--- src/rtl/pc_sequencer_pkg.sv ---
// Shared types and helpers for the fetch-stage PC sequencer and its return-address stack.
package pc_pkg;

    localparam int unsigned PC_MAX_W = 64;

    typedef enum logic [2:0] {
        PC_SEQ,
        PC_BRANCH,
        PC_CALL,
        PC_RET,
        PC_SWAP,
        PC_TRAP,
        PC_HOLD
    } pc_src_t;

    typedef enum logic [1:0] {
        RAS_NONE,
        RAS_PUSH,
        RAS_POP,
        RAS_REPLACE
    } ras_op_t;

    // Clears the low log2(step) bits; step must be a power of two.
    function automatic logic [PC_MAX_W-1:0] align_addr(input logic [PC_MAX_W-1:0] addr,
                                                       input int unsigned         step);
        logic [PC_MAX_W-1:0] w_mask;
        w_mask = PC_MAX_W'(step) - PC_MAX_W'(1);
        return addr & ~w_mask;
    endfunction

endpackage

--- src/rtl/pc_sequencer_if.sv ---
// Control/status bundle between the fetch controller and the PC sequencer.
interface pc_sequencer_if #(
    parameter int unsigned WIDTH     = 32,
    parameter int unsigned RAS_DEPTH = 4
);
    localparam int unsigned CW = $clog2(RAS_DEPTH) + 1;

    logic             en;
    logic             branchFlag;
    logic             callFlag;
    logic             retFlag;
    logic             trapFlag;
    logic [WIDTH-1:0] branchAddr;
    logic [WIDTH-1:0] pc;
    logic [WIDTH-1:0] pcPlus;
    logic [CW-1:0]    rasCount;
    logic             rasUnderflow;
    logic             misaligned;

    modport master (
        output en, branchFlag, callFlag, retFlag, trapFlag, branchAddr,
        input  pc, pcPlus, rasCount, rasUnderflow, misaligned
    );

    modport slave (
        input  en, branchFlag, callFlag, retFlag, trapFlag, branchAddr,
        output pc, pcPlus, rasCount, rasUnderflow, misaligned
    );

endinterface

--- src/rtl/pc_sequencer_ras.sv ---
// Circular return-address stack: pushes past full overwrite the oldest entry, count saturates.
module ras_stack
    import pc_pkg::*;
#(
    parameter int unsigned WIDTH = 32,
    parameter int unsigned DEPTH = 4
) (
    input  logic                   clk,
    input  logic                   rst,
    input  ras_op_t                i_op,
    input  logic [WIDTH-1:0]       i_data,
    output logic [WIDTH-1:0]       o_top,
    output logic [$clog2(DEPTH):0] o_count
);
    localparam int unsigned PW = $clog2(DEPTH);
    localparam logic [PW:0] FULL = (PW + 1)'(DEPTH);

    logic [WIDTH-1:0] r_mem [DEPTH];
    logic [PW-1:0]    r_top;
    logic [PW:0]      r_count;
    logic [PW-1:0]    w_top_inc;

    // Depth is a power of two, so the pointer wraps naturally.
    assign w_top_inc = r_top + PW'(1);

    always_ff @(posedge clk) begin
        if (rst) begin
            r_top   <= '0;
            r_count <= '0;
        end else begin
            case (i_op)
                RAS_PUSH: begin
                    r_top <= w_top_inc;
                    if (r_count != FULL) r_count <= r_count + (PW + 1)'(1);
                end
                RAS_POP: begin
                    if (r_count != '0) begin
                        r_top   <= r_top - PW'(1);
                        r_count <= r_count - (PW + 1)'(1);
                    end
                end
                default: ;
            endcase
        end
    end

    always_ff @(posedge clk) begin
        if (!rst) begin
            case (i_op)
                RAS_PUSH:    r_mem[w_top_inc] <= i_data;
                RAS_REPLACE: r_mem[r_top]     <= i_data;
                default: ;
            endcase
        end
    end

    assign o_top   = r_mem[r_top];
    assign o_count = r_count;

endmodule

--- src/rtl/pc_sequencer.sv ---
// Fetch-stage program counter: priority-selects sequential/branch/call/return/trap each cycle.
module pc_sequencer
    import pc_pkg::*;
#(
    parameter int unsigned      WIDTH        = 32,
    parameter int unsigned      STEP         = 4,
    parameter logic [WIDTH-1:0] RESET_VECTOR = '0,
    parameter logic [WIDTH-1:0] TRAP_VECTOR  = WIDTH'(32'h0000_0100),
    parameter int unsigned      RAS_DEPTH    = 4
) (
    input  logic           clk,
    input  logic           rst,
    pc_sequencer_if.slave  bus
);
    localparam int unsigned CW = $clog2(RAS_DEPTH) + 1;

    logic [WIDTH-1:0] r_pc;
    logic             r_misaligned;
    logic             r_underflow;

    pc_src_t          w_src;
    logic [WIDTH-1:0] w_next_pc;
    logic             w_mis;
    logic             w_under;
    ras_op_t          w_ras_op;
    logic [WIDTH-1:0] w_pc_plus;
    logic [WIDTH-1:0] w_ret_addr;
    logic [WIDTH-1:0] w_target;
    logic             w_target_mis;
    logic [WIDTH-1:0] w_top;
    logic [CW-1:0]    w_count;
    logic             w_ras_nonempty;

    assign w_pc_plus      = r_pc + WIDTH'(STEP);
    assign w_ret_addr     = WIDTH'(align_addr(PC_MAX_W'(w_pc_plus), STEP));
    assign w_target       = WIDTH'(align_addr(PC_MAX_W'(bus.branchAddr), STEP));
    assign w_target_mis   = (w_target != bus.branchAddr);
    assign w_ras_nonempty = (w_count != '0);

    always_comb begin
        w_src = PC_SEQ;
        if (bus.trapFlag)                       w_src = PC_TRAP;
        else if (!bus.en)                       w_src = PC_HOLD;
        else if (bus.retFlag && bus.callFlag)   w_src = w_ras_nonempty ? PC_SWAP : PC_CALL;
        else if (bus.retFlag)                   w_src = PC_RET;
        else if (bus.callFlag)                  w_src = PC_CALL;
        else if (bus.branchFlag)                w_src = PC_BRANCH;
    end

    always_comb begin
        w_next_pc = r_pc;
        w_mis     = 1'b0;
        w_under   = 1'b0;
        w_ras_op  = RAS_NONE;
        case (w_src)
            PC_SEQ:    w_next_pc = w_pc_plus;
            PC_BRANCH: begin
                w_next_pc = w_target;
                w_mis     = w_target_mis;
            end
            PC_CALL: begin
                w_next_pc = w_target;
                w_mis     = w_target_mis;
                w_ras_op  = RAS_PUSH;
            end
            PC_RET: begin
                if (w_ras_nonempty) begin
                    w_next_pc = w_top;
                    w_ras_op  = RAS_POP;
                end else begin
                    w_next_pc = w_pc_plus;
                    w_under   = 1'b1;
                end
            end
            PC_SWAP: begin
                w_next_pc = w_top;
                w_ras_op  = RAS_REPLACE;
            end
            PC_TRAP:   w_next_pc = TRAP_VECTOR;
            default:   w_next_pc = r_pc;
        endcase
    end

    always_ff @(posedge clk) begin
        if (rst) begin
            r_pc         <= RESET_VECTOR;
            r_misaligned <= 1'b0;
            r_underflow  <= 1'b0;
        end else begin
            r_pc         <= w_next_pc;
            r_misaligned <= w_mis;
            r_underflow  <= w_under;
        end
    end

    ras_stack #(
        .WIDTH (WIDTH),
        .DEPTH (RAS_DEPTH)
    ) u_ras (
        .clk     (clk),
        .rst     (rst),
        .i_op    (w_ras_op),
        .i_data  (w_ret_addr),
        .o_top   (w_top),
        .o_count (w_count)
    );

    assign bus.pc           = r_pc;
    assign bus.pcPlus       = w_pc_plus;
    assign bus.rasCount     = w_count;
    assign bus.rasUnderflow = r_underflow;
    assign bus.misaligned   = r_misaligned;

endmodule

--- src/flat_wrapper.sv ---
// flat-port wrapper written by rule: the top's interface ports become plain ports
module pc_sequencer_flat import pc_pkg::*;
#(
    parameter int unsigned      WIDTH        = 32,
    parameter int unsigned      STEP         = 4,
    parameter logic [WIDTH-1:0] RESET_VECTOR = '0,
    parameter logic [WIDTH-1:0] TRAP_VECTOR  = WIDTH'(32'h0000_0100),
    parameter int unsigned      RAS_DEPTH    = 4
)
  (clk, rst, bus_en, bus_branchFlag, bus_callFlag, bus_retFlag, bus_trapFlag, bus_branchAddr, bus_pc, bus_pcPlus, bus_rasCount, bus_rasUnderflow, bus_misaligned);
  pc_sequencer_if #(.WIDTH(WIDTH), .RAS_DEPTH(RAS_DEPTH)) bus_i ();
  input  logic clk;
  input  logic rst;
  input wire logic [$bits(bus_i.en)-1:0] bus_en;
  input wire logic [$bits(bus_i.branchFlag)-1:0] bus_branchFlag;
  input wire logic [$bits(bus_i.callFlag)-1:0] bus_callFlag;
  input wire logic [$bits(bus_i.retFlag)-1:0] bus_retFlag;
  input wire logic [$bits(bus_i.trapFlag)-1:0] bus_trapFlag;
  input wire logic [$bits(bus_i.branchAddr)-1:0] bus_branchAddr;
  output wire logic [$bits(bus_i.pc)-1:0] bus_pc;
  output wire logic [$bits(bus_i.pcPlus)-1:0] bus_pcPlus;
  output wire logic [$bits(bus_i.rasCount)-1:0] bus_rasCount;
  output wire logic [$bits(bus_i.rasUnderflow)-1:0] bus_rasUnderflow;
  output wire logic [$bits(bus_i.misaligned)-1:0] bus_misaligned;
  assign bus_i.en = bus_en;
  assign bus_i.branchFlag = bus_branchFlag;
  assign bus_i.callFlag = bus_callFlag;
  assign bus_i.retFlag = bus_retFlag;
  assign bus_i.trapFlag = bus_trapFlag;
  assign bus_i.branchAddr = bus_branchAddr;
  assign bus_pc = bus_i.pc;
  assign bus_pcPlus = bus_i.pcPlus;
  assign bus_rasCount = bus_i.rasCount;
  assign bus_rasUnderflow = bus_i.rasUnderflow;
  assign bus_misaligned = bus_i.misaligned;
  pc_sequencer #(.WIDTH(WIDTH), .STEP(STEP), .RESET_VECTOR(RESET_VECTOR), .TRAP_VECTOR(TRAP_VECTOR), .RAS_DEPTH(RAS_DEPTH)) u_core (.clk(clk), .rst(rst), .bus(bus_i));
endmodule
--- config.mk ---
export PLATFORM = sky130hd
export DESIGN_NAME = pc_sequencer_flat
export DESIGN_NICKNAME = d
export VERILOG_FILES = /design/src/rtl/pc_sequencer_pkg.sv /design/src/rtl/pc_sequencer_if.sv /design/src/rtl/pc_sequencer_ras.sv /design/src/rtl/pc_sequencer.sv /design/src/flat_wrapper.sv
export SDC_FILE = /design/constraint.sdc
export NUM_CORES = 1
export LEC_CHECK = 0
export BUFFER_PORTS_ARGS = -buffer_cell sky130_fd_sc_hd__buf_2
export CORE_ASPECT_RATIO = 0.7
export CORE_MARGIN = 1
export CORE_UTILIZATION = 35
export CTS_BUF_LIST = sky130_fd_sc_hd__clkbuf_4 sky130_fd_sc_hd__clkbuf_8
export CTS_CLUSTER_SIZE = 28
export DETAILED_ROUTE_END_ITERATION = 10
export PLACE_DENSITY_LB_ADDON = 0.2
export SLEW_MARGIN = 20
export SYNTH_ARGS = -nofsm -noshare
export SYNTH_HDL_FRONTEND = slang
export SYNTH_SLANG_ARGS = --single-unit
export TNS_END_PERCENT = 100
--- constraint.sdc ---
create_clock -name clk -period 13.7 [get_ports clk]
set_input_delay 0.685 -clock clk [delete_from_list [all_inputs] [get_ports clk]]
set_output_delay 0.685 -clock clk [all_outputs]
set_load 0.05 [all_outputs]
==> run_results.csv, run 1 <==
group,metric,value,unit
finish,area_growth,16.0,%
power,leakagePower,2.92,nW
clock_network,htree_levels,4,
clock_network,cts_tree,"yes",
yosys,synthMuxAreaShare,0.0957,
clock_network,ctsLongestPathBuffers,2,
critical_path,start_kind,"register",
critical_path,critPathArrivalTime,4.28,ns
detailed_routing,post-route-drc-count,0,
sta,worstMarginPinSlew,1.06,ns
yosys,ys_warn_count,0,
clock_network,post_cts_buffers,0,
sta,hold_viol_final,0,
sta,maxSlewViolCount,0,
sta,rsz0062_at_grt,"false",
yosys,syn_area,7380,sq um
critical_path,crit_type,"register to register",
detailed_routing,viasPerCell,5.69,
run_status,outcome,"completed",
yosys,async_reset_ff_frac,0,
detailed_routing,drtPass1Iterations,5,
floorplanning,die_x,176,um
finish,final_net_count,671,
yosys,ys_ff_latch,159,
min_path,whs_path_depth,2,
yosys,yosys-top-cells-area,"edfxtp_1 49%, dfxtp_1 11%, mux4_2 9.1%",
finish,multiInputGateArea,2780,sq um
clock_network,ctsResizeCount,0,
critical_path,r2r_slack,9.55,ns
place,io_buffers,103,
global_routing,grt_pass1_vias,4950,
critical_path,reg2reg_from,"u_core.u_ras.o_count[2]",
power,powerDensity,118,nW/um^2
finish,nFillCells,1956,
clock_network,numClockSinks,159,
detailed_routing,drt_wl_total,20.0,mm
floorplanning,io-pin-count,108,
yosys,synth_top_family_by_area,"compound AO/OA/AOI/OAI gates",
power,ir_worst_vdd,0.0561,mV
sta,finalCriticalPeriod,4.15,ns
detailed_routing,wl_per_cell,21.9,um
job,drv_cap,0,
sta,finalCritPeriodShare,0.303,
detailed_routing,ant_nets,0,
sta,relSlewSlack,0.296,
clock_network,cts_root_buf,"clkbuf_8",
min_path,whs_endpoint,"u_core.bus.misaligned",
critical_path,worstPathRequired,13.84,ns
global_routing,grt_first_pass_wirelength,30.1,mm
sta,holdWs,0.454,ns
critical_path,path_max_fanout,24,
global_routing,grt_start_max_net_pins,37,
global_routing,grt.overflow.total,0,
yosys,yosysTopAreaCell,"edfxtp_1",
yosys,yosys.area_share.simple,0.101,
yosys,synth-xor-area-share,0.0332,
sta,tns,0,ns
yosys,syn_area_per_cell,13.8,sq um
sta,fmax,241,MHz
floorplanning,die_h,124,um
finish,diodes,0,
finish,seqCellArea,4390,sq um
yosys,syn_inst,536,
floorplanning,initial_core_util,0.357,
yosys,yosysSeqAreaShare,0.594,
floorplanning,die_area,21700,sq um
floorplanning,core,20700,sq um
sta,setup_viol,0,
clock_network,cts_inserted_buffers,17,
critical_path,timing.rr.end,"u_core.u_ras.r_mem[2][6]",
place,hpwl,13.6,mm
min_path,holdCritPathClass,"primary input to register",
yosys,synth_compound_area_frac,0.131,
floorplanning,rows,44,
clock_network,clk-insertion-delay-late,0.45,ns
min_path,worstHoldStart,"bus_branchAddr[0]",
global_routing,grt_util_all_layers,0.192,
clock_network,clkTransAtPathRegs,0.08,ns
detailed_routing,drt-initial-drc-count,417,
place,gp_congestion,0.809,
finish,drive_gt1_frac,0.305,
global_routing,antenna_found_initial,0,
yosys,synth_flop_cell,"edfxtp_1",
yosys,synth_adder_area_share,0.00949,
critical_path,cp-end-kind,"register",
clock_network,hold_buffers,0,
sta,finalClockSkew,0.0130,ns
critical_path,ff2ff_path_depth,8,
yosys,synth-edff-count,120,
yosys,yosysUniqueCellTypes,61,
yosys,synth_top_area_share,0.488,
detailed_routing,vias,5210,
==> area by class of cell <==
cell class | count | share of cell area
multi-input cells | 322 | 0.324
repair buffers | 114 | 0.0698
flip-flops and latches | 159 | 0.512
inverters | 13 | 0.00570
well taps | 276 | 0.0403
clock buffers | 19 | 0.0291
clock inverters | 13 | 0.0191
==> layer usage <==
metal | wire length, um | GRT usage | up-vias
li1 | - | - | 2345
met1 | 9930 | 0.288 | 2660
met2 | 8700 | 0.278 | 196
met3 | 1280 | 0.0461 | 9
met4 | 128 | 0.0467 | 0
met5 | 0 | 0 | -
==> worst max-delay path by stage <==
stage	from	slack (ns)	cells after the start	endpoint
finish	u_core.u_ras.o_count[2]	9.55	8	u_core.u_ras.r_mem[2][6]
detailed placement	bus_en	9.18	9	u_core.u_ras.r_mem[2][9]
global placement	bus_trapFlag	9.31	9	u_core.u_ras.r_mem[2][10]
floorplan	bus_trapFlag	8.50	7	u_core.u_ras.r_mem[3][0]
global route	u_core.u_ras.o_count[2]	9.29	8	u_core.u_ras.r_mem[2][28]
CTS	u_core.u_ras.o_count[2]	9.54	8	u_core.u_ras.r_mem[2][28]
==> power by group <==
| group | internal [mW] | leakage, nW | switching [mW] |
|---|---|---|---|
| clock network | 0.185 | 0.197 | 0.176 |
| registers | 0.524 | 1.42 | 0.0112 |
| logic | 0.0335 | 1.30 | 0.0785 |
==> cells in the mapped netlist (all sizes together) (10+ instances only) <==
cell	number
dfxtp	39
xnor2	16
inv	12
nand4	13
a21oi	29
nand2	16
o211ai	20
buf	22
a32o	19
nor4	10
nor2	17
mux4	30
clkbuf	23
nand3	15
edfxtp	120
xor2	12
==> registers in the layout, indices dropped and copies added, names as in the netlist, named ones only <==
register and cells:
u_core.u_ras.r_mem 120, u_core.bus.pc 30, u_core.u_ras.o_count 3, u_core.u_ras.r_top 2, u_core.bus.misaligned 1, u_core.bus.rasUnderflow 1
==> stage by stage <==
step	util	total power, mW	cells	area (sq um)	setup WS (ns)
2_1_floorplan	-	0.626	539	7400	8.50
3_3_place_gp	0.394	0.657	884	8150	9.31
3_5_place_dp	0.394	0.658	884	8150	9.18
4_1_cts	0.414	1.01	916	8570	9.54
5_1_grt	0.414	1.04	916	8570	9.29
6_report	0.414	1.01	916	8570	9.55
==> kinds of logic after synthesis <==
kind of cell / after synthesis
compound gates: 128
other cells: 1
flops: 159
simple gates: 124
xor+xnor: 28
buf+inv: 58
fa+ha+maj: 5
mux: 33
==> layout by cell type, fill, tap and decap left out, drive strengths merged, types with 5 or more instances in the layout <==
master,count
o311ai,6
clkinv,5
a22oi,9
or2,5
a32o,19
a211oi,7
xor2,12
edfxtp,120
nand2,16
dfxtp,39
or4b,6
o2bb2ai,7
clkbuf,19
xnor2,16
a2111oi,5
inv,14
nor2b,5
nor2,17
a21oi,29
nor4,10
o21ai,6
o211ai,20
nor3,9
buf,114
nand3,15
and4,5
and3,6
mux4,30
nand4,13
==> critical path: stages (launching register included) <==
cell and delay [ns]:
dfxtp_1 0.39, or3_1 0.81, nand2_1 0.23, clkinv_1 0.38, ha_1 0.36, nor2b_1 0.29, mux2i_1 0.14, nor2_2 0.81
buf_4 0.41
Note: power is estimated with default switching activity, not from simulation.
==> run 2: changes to the inputs <==
==> constraint.sdc (replaced) <==
create_clock -name clk -period 3.4 [get_ports clk]
set_input_delay 0.17 -clock clk [delete_from_list [all_inputs] [get_ports clk]]
set_output_delay 0.17 -clock clk [all_outputs]
set_load 0.05 [all_outputs]
==> run_results.csv, run 2 (synthesis results as in run 1) <==
group,metric,value,unit
run_status,outcome,"completed",
sta,finalCritPeriodShare,0.939,
floorplanning,io-pin-count,108,
power,p_switching,1.16,mW
clock_network,cts_tree,"yes",
global_routing,grt_start_max_net_pins,37,
clock_network,cts_root_buf,"clkbuf_8",
sta,setup_viol,0,
critical_path,worstPathRequired,3.23,ns
global_routing,grt_pass1_vias,5210,
sta,hold_viol_final,0,
sta,fmax,313,MHz
critical_path,crit_path_max_incr_delay,0.72,ns
critical_path,start_kind,"register",
clock_network,post_cts_buffers,0,
place,post-place-ws,0.433,ns
detailed_routing,post-route-drc-count,0,
power,p_sw_frac,0.283,
floorplanning,die_h,124,um
finish,design_area,8870,sq um
place,dp_cells,899,
critical_path,worst_path_max_delay_cell,"or4_4",
job,drv_cap,0,
clock_network,cts_inserted_buffers,17,
critical_path,cp-end-kind,"output port",
sta,rsz0062_at_grt,"false",
global_routing,grt_first_pass_wirelength,31.7,mm
finish,drive_gt1_frac,0.320,
sta,worstMarginPinSlew,0.847,ns
min_path,holdCritPathClass,"primary input to register",
finish,largest_reg_flops,120,
detailed_routing,drtPass1Iterations,5,
sta,finalClockSkew,0.0141,ns
place,io_buffers,103,
clock_network,numClockSinks,159,
finish,fin_cells,946,
global_routing,grt.overflow.total,0,
power,ir_worst_vdd,0.234,mV
finish,final_net_count,700,
critical_path,path_cells,"ha_1 -> nand3_2 -> or4_4 -> nor3_2 -> xor2_2 -> buf_2",
clock_network,htree_levels,4,
power,p_int,2.94,mW
critical_path,path_max_fanout,14,
finish,area_growth,20.1,%
finish,top_register,"u_core.u_ras.r_mem",
power,pwr-share-seq,0.527,
critical_path,crit_family,"simple AND/OR/NAND/NOR gates",
power,leakagePower,3.06,nW
place,gp_congestion,0.811,
detailed_routing,drt_wl_total,21.2,mm
place,placed_area,8290,sq um
floorplanning,rows,44,
critical_path,critPathArrivalTime,3.02,ns
clock_network,clkTransAtPathRegs,0.10,ns
floorplanning,initial_core_util,0.357,
clock_network,ctsLongestPathBuffers,2,
finish,layout_common_cells,"120 x edfxtp_1, 103 x buf_2, 38 x dfxtp_1",
finish,layout_commonest_cell,"edfxtp_1",
global_routing,grt_util_all_layers,0.200,
power,p_comb_frac,0.117,
global_routing,antenna_found_initial,0,
power,p_clk_frac,0.355,
finish,nFillCells,1937,
floorplanning,die_area,21700,sq um
detailed_routing,vias,5365,
critical_path,crit_buf_inv,1,
floorplanning,die_x,176,um
sta,relSlewSlack,0.435,
place,hpwl,14.3,mm
sta,maxSlewViolCount,0,
detailed_routing,viasPerCell,5.67,
detailed_routing,ant_nets,0,
power,powerDensity,462,nW/um^2
detailed_routing,drt-initial-drc-count,427,
sta,setup_ws,0.209,ns
clock_network,clk-insertion-delay-late,0.46,ns
sta,finalCriticalPeriod,3.19,ns
sta,holdWs,0.0309,ns
detailed_routing,wl_per_cell,22.5,um
floorplanning,core,20700,sq um
critical_path,crit_type,"register to output port",
==> run 2: cell count changes in the layout (fill, tap and decap cells not counted), sizes merged, moves of 2 or more <==
cell / change
buf: +15
dlygate4sd3: +14
clkinv: -2
inv: +4
clkbuf: -2
==> run 2: power groups by stage <==
stage	Clock, mW	Sequential [mW]	Combinational [mW]
floorplan	0	2.24	0.279
detailed placement	0	2.20	0.468
global placement	0	2.20	0.462
global route	1.57	2.17	0.509
finish	1.46	2.16	0.481
CTS	1.49	2.16	0.481
==> run 2: final cells by class <==
cell class,instances,area [sq um],share of cell area
tap,276,345,0.0389
clock buffer,17,234,0.0264
clock inverter,15,176,0.0199
antenna,1,2.50,0.000282
multi-input combinational,322,2810,0.317
timing repair buffer,143,863,0.0974
inverter,13,48.8,0.00550
sequential,159,4390,0.495
==> run 2: stage by stage <==
step	TNS [ns]	utilization	power, mW
floorplan	-28.52	-	2.52
global placement	0	0.401	2.66
detailed placement	0	0.401	2.67
CTS	0	0.427	4.13
global route	0	0.428	4.25
finish	0	0.428	4.10
==> run 2: final timing paths <==
kind	end	depth (start not counted)	slack (ns)	start
worst min register to register	u_core.bus.pc[31]	2	0.56	u_core.bus.pc[31]
worst max register to register	u_core.u_ras.r_mem[2][26]	8	0.54	u_core.u_ras.o_count[2]
worst max-delay path	bus_pcPlus[28]	6	0.21	u_core.bus.pc[2]
worst min-delay path	u_core.bus.pc[18]	3	0.03	bus_branchAddr[18]
==> run 2: worst reg2reg max path: stages, from the launching register on <==
cell and delay (ns):
dfxtp_1 0.38, or3_1 0.43, nand2_1 0.10, clkinv_1 0.08, ha_1 0.19, nor2b_1 0.43
mux2i_1 0.16, nor2_2 0.40, buf_4 0.35
==> run 2: repair_timing <==
action | CTS | global route
hold buffers | 13 | 1
endpoints found under the setup margin | 2 | 1
gates resized for setup | 1 | 3
hold endpoints to repair | 12 | 1
==> run 2: layer usage <==
layer | wire length (um) | up-vias | share of wire | global-route usage
li1 | - | 2411 | - | -
met1 | 10300 | 2778 | 0.48 | 0.295
met2 | 9450 | 164 | 0.44 | 0.298
met3 | 1340 | 12 | 0.063 | 0.0434
met4 | 169 | 0 | 0.0080 | 0.0462
met5 | 0 | - | 0 | 0
==> run 3: changes to the inputs <==
--- a/config.mk
+++ b/config.mk
@@ -6,6 +6,8 @@
 export NUM_CORES = 1
 export LEC_CHECK = 0
 export BUFFER_PORTS_ARGS = -buffer_cell sky130_fd_sc_hd__buf_2
+export CELL_PAD_IN_SITES_DETAIL_PLACEMENT = 1
+export CELL_PAD_IN_SITES_GLOBAL_PLACEMENT = 2
 export CORE_ASPECT_RATIO = 0.7
 export CORE_MARGIN = 1
 export CORE_UTILIZATION = 35
==> run_results.csv, run 3 (synthesis results as in run 1) <==
group,metric,value,unit
run_status,outcome,"completed",
clock_network,ctsLongestPathBuffers,2,
detailed_routing,viasPerCell,5.66,
detailed_routing,vias,5332,
place,post-place-ws,0.377,ns
floorplanning,rows,44,
clock_network,htree_levels,4,
clock_network,clk-insertion-delay-late,0.46,ns
sta,maxSlewViolCount,0,
critical_path,ff2ff_path_depth,11,
global_routing,antenna_found_initial,0,
detailed_routing,drt-initial-drc-count,333,
critical_path,critPathArrivalTime,3.04,ns
floorplanning,io-pin-count,108,
floorplanning,die_x,176,um
floorplanning,die_area,21700,sq um
place,io_buffers,103,
finish,area_growth,19.3,%
clock_network,cts_inserted_buffers,17,
sta,holdWs,0.0181,ns
place,gp_congestion,0.770,
sta,relSlewSlack,0.428,
finish,fin_cells,942,
place,hpwl,15.2,mm
floorplanning,core,20700,sq um
sta,rsz0062_at_grt,"false",
clock_network,cts_root_buf,"clkbuf_8",
detailed_routing,post-route-drc-count,0,
critical_path,endpoint,"bus_pcPlus[28]",
sta,worstMarginPinSlew,0.858,ns
power,power.total,4.01,mW
power,ir_worst_vdd,0.221,mV
finish,top_register,"u_core.u_ras.r_mem",
sta,tns,0,ns
finish,final_net_count,696,
detailed_routing,ant_nets,0,
sta,setup_ws,0.189,ns
detailed_routing,wl_per_cell,23.6,um
global_routing,grt_busiest_layer,"met2",
detailed_routing,drtPass1Iterations,4,
global_routing,grt.overflow.total,0,
sta,hold_viol_final,0,
sta,finalCritPeriodShare,0.945,
critical_path,timing.rr.end,"u_core.u_ras.o_count[2]",
critical_path,path_max_fanout,14,
finish,largest_reg_flops,120,
power,leakagePower,3.04,nW
global_routing,met3_usage,0.0415,
sta,finalClockSkew,0.0158,ns
clock_network,numClockSinks,159,
min_path,holdCritPathClass,"primary input to register",
sta,finalCriticalPeriod,3.21,ns
finish,layout_commonest_cell,"edfxtp_1",
global_routing,grt_first_pass_wirelength,33.6,mm
critical_path,start_kind,"register",
critical_path,worstSetupStartpoint,"u_core.bus.pc[2]",
critical_path,reg2reg_from,"u_core.u_ras.o_count[0]",
global_routing,use_met1,0.314,
detailed_routing,drt_wl_total,22.2,mm
global_routing,grt_start_max_net_pins,37,
job,drv_cap,0,
critical_path,worstPathRequired,3.23,ns
sta,fmax,311,MHz
critical_path,cp-end-kind,"output port",
critical_path,r2r_slack,0.76,ns
finish,drive_gt1_frac,0.319,
clock_network,clkTransAtPathRegs,0.10,ns
clock_network,cts_tree,"yes",
global_routing,grt_pass1_vias,5443,
floorplanning,initial_core_util,0.357,
finish,layout_common_cells,"120 x edfxtp_1, 103 x buf_2, 38 x dfxtp_1",
global_routing,grt_util_all_layers,0.213,
floorplanning,die_h,124,um
power,powerDensity,455,nW/um^2
critical_path,crit_type,"register to output port",
global_routing,grt_util_met2,0.322,
place,dp_cells,897,
sta,setup_viol,0,
-- run 3: cell types whose count changed in the layout (fill, tap and decap cells not counted), sizes merged --
cell         before  now
dlygate4sd3      14   12
clkinvlp          5    2
buf             129  127
bufinv            2    1
inv              18   17
clkinv            3    6
clkbuf           17   19
-- run 3: through the flow --
stage | cell area [sq um] | utilization
6_report | 8810 | 0.426
3_5_place_dp | 8290 | 0.400
5_1_grt | 8810 | 0.426
2_1_floorplan | 7410 | -
3_3_place_gp | 8290 | 0.400
4_1_cts | 8780 | 0.424
-- run 3: how the worst min path moves through the flow --
stage | start | endpoint | slack (ns) | depth (start not counted)
6_report | bus_branchAddr[20] | u_core.bus.pc[20] | 0.02 | 3
5_1_grt | bus_branchAddr[15] | u_core.bus.pc[15] | 0.02 | 3
3_3_place_gp | bus_branchAddr[0] | u_core.bus.misaligned | 0.40 | 2
3_5_place_dp | bus_branchAddr[0] | u_core.bus.misaligned | 0.41 | 2
2_1_floorplan | bus_retFlag | u_core.bus.rasUnderflow | 0.29 | 2
4_1_cts | bus_branchAddr[24] | u_core.bus.pc[24] | 0.002 | 3
-- run 3: final cells by class --
cell class / count / area (sq um)
clock inverter: 13 / 128
antenna: 1 / 2.50
clock buffer: 19 / 249
tap: 276 / 345
fill: 2190 / 11900
sequential: 159 / 4390
multi-input combinational: 322 / 2810
timing repair buffer: 139 / 841
inverter: 13 / 48.8
-- run 3: timing repair --
item / in CTS / in global routing
gates resized for setup: 1 / 3
hold buffers: 11 / 1
setup buffers: 0 / 0
endpoints found under the hold margin: 10 / 1
setup endpoints to repair: 2 / 2
-- run 3: power breakdown --
group / internal, mW / switching, mW
registers: 2.11 / 0.0531
logic: 0.156 / 0.323
clock network: 0.609 / 0.761
-- run 3: worst max-delay path, cell delays in order, from the launching register on --
cell and delay (ns):
dfxtp_1 0.46, ha_1 0.27, nand3_2 0.24, or4_4 0.73, nor3_2 0.26, xor2_2 0.29
buf_2 0.33
-- run 3: routing by layer --
layer  wire length (um)  vias up
met5                  0        -
met3                978       15
met2               9940      138
met1              11100     2785
met4                217        0
li1                   -     2394
